--- src/rtl/csr_row_scheduler_if.sv ---
// rtl/csr_row_scheduler_if.sv - row-length and element-request streams of the CSR row scheduler
interface csr_row_scheduler_if #(
    parameter int LEN_W = 5,
    parameter int ROW_W = 5
);
    logic             len_valid;
    logic [LEN_W-1:0] len_data;
    logic             len_ready;
    logic             elem_valid;
    logic             elem_ready;
    logic [ROW_W-1:0] elem_row;
    logic [LEN_W-1:0] elem_idx;
    logic             elem_last;
    logic             elem_zero;

    modport master (
        input  len_valid, len_data, elem_ready,
        output len_ready, elem_valid, elem_row, elem_idx, elem_last, elem_zero
    );

    modport slave (
        output len_valid, len_data, elem_ready,
        input  len_ready, elem_valid, elem_row, elem_idx, elem_last, elem_zero
    );
endinterface

--- src/rtl/csr_row_scheduler.sv ---
// rtl/csr_row_scheduler.sv - handshaked CSR row/element sequencer; CSR_EMPTY_ROW_MARKER_EN adds a zero beat for empty rows
module csr_row_scheduler #(
    parameter int LEN_W = 5,
    parameter int ROW_W = 5
) (
    input  logic                 clk,
    input  logic                 reset,
    input  logic                 start,
    input  logic [ROW_W-1:0]     num_rows,
    csr_row_scheduler_if.master  bus,
    output logic                 row_done,
    output logic [ROW_W-1:0]     row_done_idx,
    output logic                 busy,
    output logic                 done
);
    typedef enum logic [1:0] {IDLE, FETCH, ISSUE, DONE} state_t;

    state_t           state;
    logic [ROW_W-1:0] rows_q;
    logic [ROW_W-1:0] row_cnt;
    logic [LEN_W-1:0] remaining;
    logic [LEN_W-1:0] idx;
    logic             len_ready_q;
    logic             elem_valid_q;
    logic             last_row;
`ifdef CSR_EMPTY_ROW_MARKER_EN
    logic             elem_zero_q;
`endif

    assign last_row = (row_cnt == rows_q - ROW_W'(1));

    always_ff @(posedge clk or negedge reset) begin
        if (!reset) begin
            state        <= IDLE;
            rows_q       <= '0;
            row_cnt      <= '0;
            remaining    <= '0;
            idx          <= '0;
            len_ready_q  <= 1'b0;
            elem_valid_q <= 1'b0;
            row_done     <= 1'b0;
            row_done_idx <= '0;
            busy         <= 1'b0;
            done         <= 1'b0;
`ifdef CSR_EMPTY_ROW_MARKER_EN
            elem_zero_q  <= 1'b0;
`endif
        end else begin
            row_done <= 1'b0;
            done     <= 1'b0;
            case (state)
                IDLE: begin
                    if (start) begin
                        rows_q  <= num_rows;
                        row_cnt <= '0;
                        busy    <= 1'b1;
                        if (num_rows == '0) begin
                            state <= DONE;
                            done  <= 1'b1;
                        end else begin
                            state       <= FETCH;
                            len_ready_q <= 1'b1;
                        end
                    end
                end
                FETCH: begin
                    if (bus.len_valid) begin
                        idx <= '0;
                        if (bus.len_data != '0) begin
                            remaining    <= bus.len_data;
                            state        <= ISSUE;
                            len_ready_q  <= 1'b0;
                            elem_valid_q <= 1'b1;
                        end else begin
`ifdef CSR_EMPTY_ROW_MARKER_EN
                            // Empty row becomes a single marker beat so the accumulator writes a zero.
                            remaining    <= LEN_W'(1);
                            elem_zero_q  <= 1'b1;
                            state        <= ISSUE;
                            len_ready_q  <= 1'b0;
                            elem_valid_q <= 1'b1;
`else
                            remaining    <= '0;
                            row_done     <= 1'b1;
                            row_done_idx <= row_cnt;
                            row_cnt      <= row_cnt + ROW_W'(1);
                            if (last_row) begin
                                state       <= DONE;
                                done        <= 1'b1;
                                len_ready_q <= 1'b0;
                            end
`endif
                        end
                    end
                end
                ISSUE: begin
                    if (bus.elem_ready) begin
                        idx       <= idx + LEN_W'(1);
                        remaining <= remaining - LEN_W'(1);
                        if (remaining == LEN_W'(1)) begin
                            elem_valid_q <= 1'b0;
`ifdef CSR_EMPTY_ROW_MARKER_EN
                            elem_zero_q  <= 1'b0;
`endif
                            row_done     <= 1'b1;
                            row_done_idx <= row_cnt;
                            row_cnt      <= row_cnt + ROW_W'(1);
                            if (last_row) begin
                                state <= DONE;
                                done  <= 1'b1;
                            end else begin
                                state       <= FETCH;
                                len_ready_q <= 1'b1;
                            end
                        end
                    end
                end
                DONE: begin
                    state <= IDLE;
                    busy  <= 1'b0;
                end
                default: state <= IDLE;
            endcase
        end
    end

    assign bus.len_ready  = len_ready_q;
    assign bus.elem_valid = elem_valid_q;
    assign bus.elem_row   = row_cnt;
    assign bus.elem_idx   = idx;
    assign bus.elem_last  = elem_valid_q && (remaining == LEN_W'(1));
`ifdef CSR_EMPTY_ROW_MARKER_EN
    assign bus.elem_zero  = elem_zero_q;
`else
    assign bus.elem_zero  = 1'b0;
`endif
endmodule
--- src/flat_wrapper.sv ---
// flat-port wrapper written by rule: the top's interface ports become plain ports
module csr_row_scheduler_flat 
#(
    parameter int LEN_W = 5,
    parameter int ROW_W = 5
)
  (clk, reset, start, num_rows, row_done, row_done_idx, busy, done, bus_len_valid, bus_len_data, bus_elem_ready, bus_len_ready, bus_elem_valid, bus_elem_row, bus_elem_idx, bus_elem_last, bus_elem_zero);
  csr_row_scheduler_if #(.LEN_W(LEN_W), .ROW_W(ROW_W)) bus_i ();
  input  logic clk;
  input  logic reset;
  input  logic start;
  input  logic [ROW_W-1:0] num_rows;
  output logic row_done;
  output logic [ROW_W-1:0] row_done_idx;
  output logic busy;
  output logic done;
  input wire logic [$bits(bus_i.len_valid)-1:0] bus_len_valid;
  input wire logic [$bits(bus_i.len_data)-1:0] bus_len_data;
  input wire logic [$bits(bus_i.elem_ready)-1:0] bus_elem_ready;
  output wire logic [$bits(bus_i.len_ready)-1:0] bus_len_ready;
  output wire logic [$bits(bus_i.elem_valid)-1:0] bus_elem_valid;
  output wire logic [$bits(bus_i.elem_row)-1:0] bus_elem_row;
  output wire logic [$bits(bus_i.elem_idx)-1:0] bus_elem_idx;
  output wire logic [$bits(bus_i.elem_last)-1:0] bus_elem_last;
  output wire logic [$bits(bus_i.elem_zero)-1:0] bus_elem_zero;
  assign bus_i.len_valid = bus_len_valid;
  assign bus_i.len_data = bus_len_data;
  assign bus_i.elem_ready = bus_elem_ready;
  assign bus_len_ready = bus_i.len_ready;
  assign bus_elem_valid = bus_i.elem_valid;
  assign bus_elem_row = bus_i.elem_row;
  assign bus_elem_idx = bus_i.elem_idx;
  assign bus_elem_last = bus_i.elem_last;
  assign bus_elem_zero = bus_i.elem_zero;
  csr_row_scheduler #(.LEN_W(LEN_W), .ROW_W(ROW_W)) u_core (.clk(clk), .reset(reset), .start(start), .num_rows(num_rows), .bus(bus_i), .row_done(row_done), .row_done_idx(row_done_idx), .busy(busy), .done(done));
endmodule
--- config.mk ---
export PLATFORM = sky130hd
export DESIGN_NAME = csr_row_scheduler_flat
export DESIGN_NICKNAME = d
export VERILOG_FILES = /design/src/rtl/csr_row_scheduler_if.sv /design/src/rtl/csr_row_scheduler.sv /design/src/flat_wrapper.sv
export SDC_FILE = /design/constraint.sdc
export NUM_CORES = 1
export LEC_CHECK = 0
export CAP_MARGIN = 20
export CORE_ASPECT_RATIO = 1.4
export CORE_UTILIZATION = 53
export CTS_BUF_LIST = sky130_fd_sc_hd__clkbuf_8
export CTS_CLUSTER_SIZE = 12
export DETAILED_ROUTE_END_ITERATION = 8
export PLACE_DENSITY = 0.82
export SYNTH_ARGS = -nofsm -noshare
export SYNTH_HDL_FRONTEND = slang
export SYNTH_SLANG_ARGS = --single-unit
--- constraint.sdc ---
create_clock -name clk -period 2.6 [get_ports clk]
set_input_delay 0.39 -clock clk [delete_from_list [all_inputs] [get_ports clk]]
set_output_delay 0.39 -clock clk [all_outputs]
set_load 0.1 [all_outputs]
==> flow_summary.toml <==
[cts]
clockBufferDepth = 2
post-cts-setup-buffer-count = 0
clk_transition_reported_paths_ns = 0.07
clk_latency_ns = 0.29
cts_root_buf = "clkbuf_8"
ctsResizeCount = 0
clkSinkCount = 32
cts_tree = "yes"
cts_hold_buf = 0
h-tree-depth = 2
numCtsBuffers = 5

[floorplanning]
core-area_um2 = 3210
die_w_um = 51.6
num_rows = 24
start_util_pct = 56.8
die_h_um = 71.4
die_area_um2 = 3690
pin_count = 37

[worst_setup_path]
worst_setup_path_start_kind = "register"
r2r_cells = 7
crit_type = "register to register"
critPathCaptureType = "register"
arrival_ns = 2.54
critPathMaxFanout = 3
rrSetupSlack_ns = 0.23
required_ns = 2.77
crit_start = "u_core.remaining[1]"
r2r_end = "u_core.bus.len_ready"
crit_end = "u_core.bus.len_ready"
worstReg2RegStart = "u_core.remaining[1]"

[sta]
rsz0062_at_grt = "false"
finalCriticalPeriod_ns = 2.37
skew_ns = 0.00582
fmax_mhz = 422
finalSetupViolations = 0
finalSetupTns_ns = 0
layout_worst_path_cycle_share_pct = 91.1
hold_violations = 0
maxSlewViolCount = 0

[drt]
drt-wirelength-per-cell_um = 15.9
dr.pass1.iters = 4
first_iter_violations = 33
num_vias = 1569
vias_per_cell = 5.90
drc = 0
wl_um = 4230
ant_nets = 0

[yosys]
yosys_most_used_dff = "dfrtp_1"
synth_area_um2 = 1830
synth_area_leaders = "dfrtp_1, ha_1, mux2_2, o21ai_0, nand2_1"
synth_area_leader_cell = "dfrtp_1"
ys_ff_latch = 32
synth-edff-count = 0
synth_top_area_share_pct = 43.9
async_reset_ff_share_pct = 100
synth_cells = 184
synth_fp_nets = 208
yosysMostFrequentCell = "dfrtp_1"
seq_area_frac_synth_pct = 43.9
ys_types = 46
ys_warn_count = 0
avgSynthCellArea_um2 = 9.92
synthTopCellsByCount = "dfrtp_1, nand2_1, o21ai_0"

[layout]
final_nets = 250
n_antenna_cell = 0
multi_input_area_um2 = 948
num-fill-cells = 233
drive_gt1_share_pct = 23.8
layout.area.seq_um2 = 801
syn2layout_area_growth_pct = 26.5

[worst_hold_path]
hold_path_class = "input pin to async pin"

[place]
gp_congestion = 0.863
dp_hpwl_um = 3200
portBuffers = 35

[global_routing]
grt_pass1_vias = 1522
antenna_found_initial = 0
grt_pass1_wl_um = 6850
grt_use_total_pct = 25.2
grt_max_degree = 33
globalRoute.totalOverflow = 0

[outcome]
outcome = "finished, final reports clean"

[flow_run]
cap_violations = 0
==> cell families (layout without fill, tap and decap cells) <==
logic type / Yosys count / in the layout / synth area share (%)
muxes: 14 / 14 / 8.36
buffers and inverters: 17 / 60 / 4.18
other: 1 / 1 / 0.205
AOI/OAI and AO/OA: 45 / 45 / 15.8
DFF: 32 / 32 / 43.9
adders and majority gates: 9 / 9 / 6.17
and+or+nand+nor: 60 / 60 / 18.6
xor gates and xnor gates: 6 / 6 / 2.88
==> cell type report <==
type                       count  share of cell area, %
clock buffer                   7                   4.17
clock inverter                 1                   1.30
sequential                    32                   34.7
multi-input combinational    135                   41.1
timing repair buffer          41                   14.9
tap                           39                   2.11
inverter                      11                   1.79
==> worst min path at each step <==
| stage | startpoint | to | slack (ns) |
|---|---|---|---|
| floorplan | reset | u_core.bus.elem_idx[0] | 0.09 |
| global placement | u_core.row_done_idx[2] | u_core.row_done_idx[2] | 0.47 |
| detailed placement | u_core.row_done_idx[2] | u_core.row_done_idx[2] | 0.47 |
| CTS | u_core.row_done_idx[2] | u_core.row_done_idx[2] | 0.49 |
| global route | reset | u_core.remaining[2] | 0.53 |
| finish | reset | u_core.remaining[0] | 0.49 |
==> routing by layer <==
metal / up-vias / GRT usage, % / share of wire, %
met2: 54 / 45.7 / 54
met5: - / 0 / 0
met4: 0 / 12.0 / 3.4
met3: 16 / 6.37 / 4.3
li1: 745 / - / -
met1: 754 / 26.2 / 38
==> cells in the final DEF, fill, tap and decap left out, types with 2 or more instances in the layout <==
master	instances
dfrtp_1	32
buf_4	27
nand2_1	19
o21ai_0	15
clkdlybuf4s50_1	14
inv_1	11
nand3_1	10
mux2_2	10
ha_1	9
a21oi_1	8
nor3_1	7
clkbuf_8	7
nor2_1	5
mux2i_1	4
nand2b_1	4
o22ai_1	4
and2_1	3
xor2_1	3
xnor2_1	3
a21o_1	3
nor3_2	2
a22o_1	2
o31ai_1	2
==> flip-flops by register name, indices dropped and copies added (netlist names) <==
signal                 cells
u_core.bus.elem_idx        5
u_core.bus.elem_row        5
u_core.bus.elem_valid      1
u_core.bus.len_ready       1
u_core.busy                1
u_core.done                1
u_core.remaining           5
u_core.row_done            1
u_core.row_done_idx        5
u_core.rows_q              5
u_core.state               2
==> per-stage QoR <==
| stage | setup WS [ns] | hold slack, ns | area, um^2 | instances | utilization [%] |
|---|---|---|---|---|---|
| final | 0.232 | 0.486 | 2310 | 266 | 71.8 |
| after global routing | 0.112 | 0.530 | 2310 | 266 | 71.8 |
| after CTS | 0.224 | 0.490 | 2310 | 266 | 71.8 |
| after detailed placement | 0.0370 | 0.475 | 2180 | 258 | 67.9 |
| after global placement | 0.127 | 0.466 | 2180 | 258 | 67.9 |
| after floorplan | 0.00318 | 0.0944 | 1830 | 184 | - |
==> worst max-delay path, stage by stage (launching register included) <==
cell,delay (ns)
dfrtp_1,0.40
inv_1,0.08
ha_1,0.16
nor4b_2,0.36
o2111ai_1,0.24
or4b_1,0.50
mux2i_1,0.15
mux2_2,0.35
Power is not shown: default switching activity piles up to over one toggle a cycle in this logic, so the estimate is an artifact.
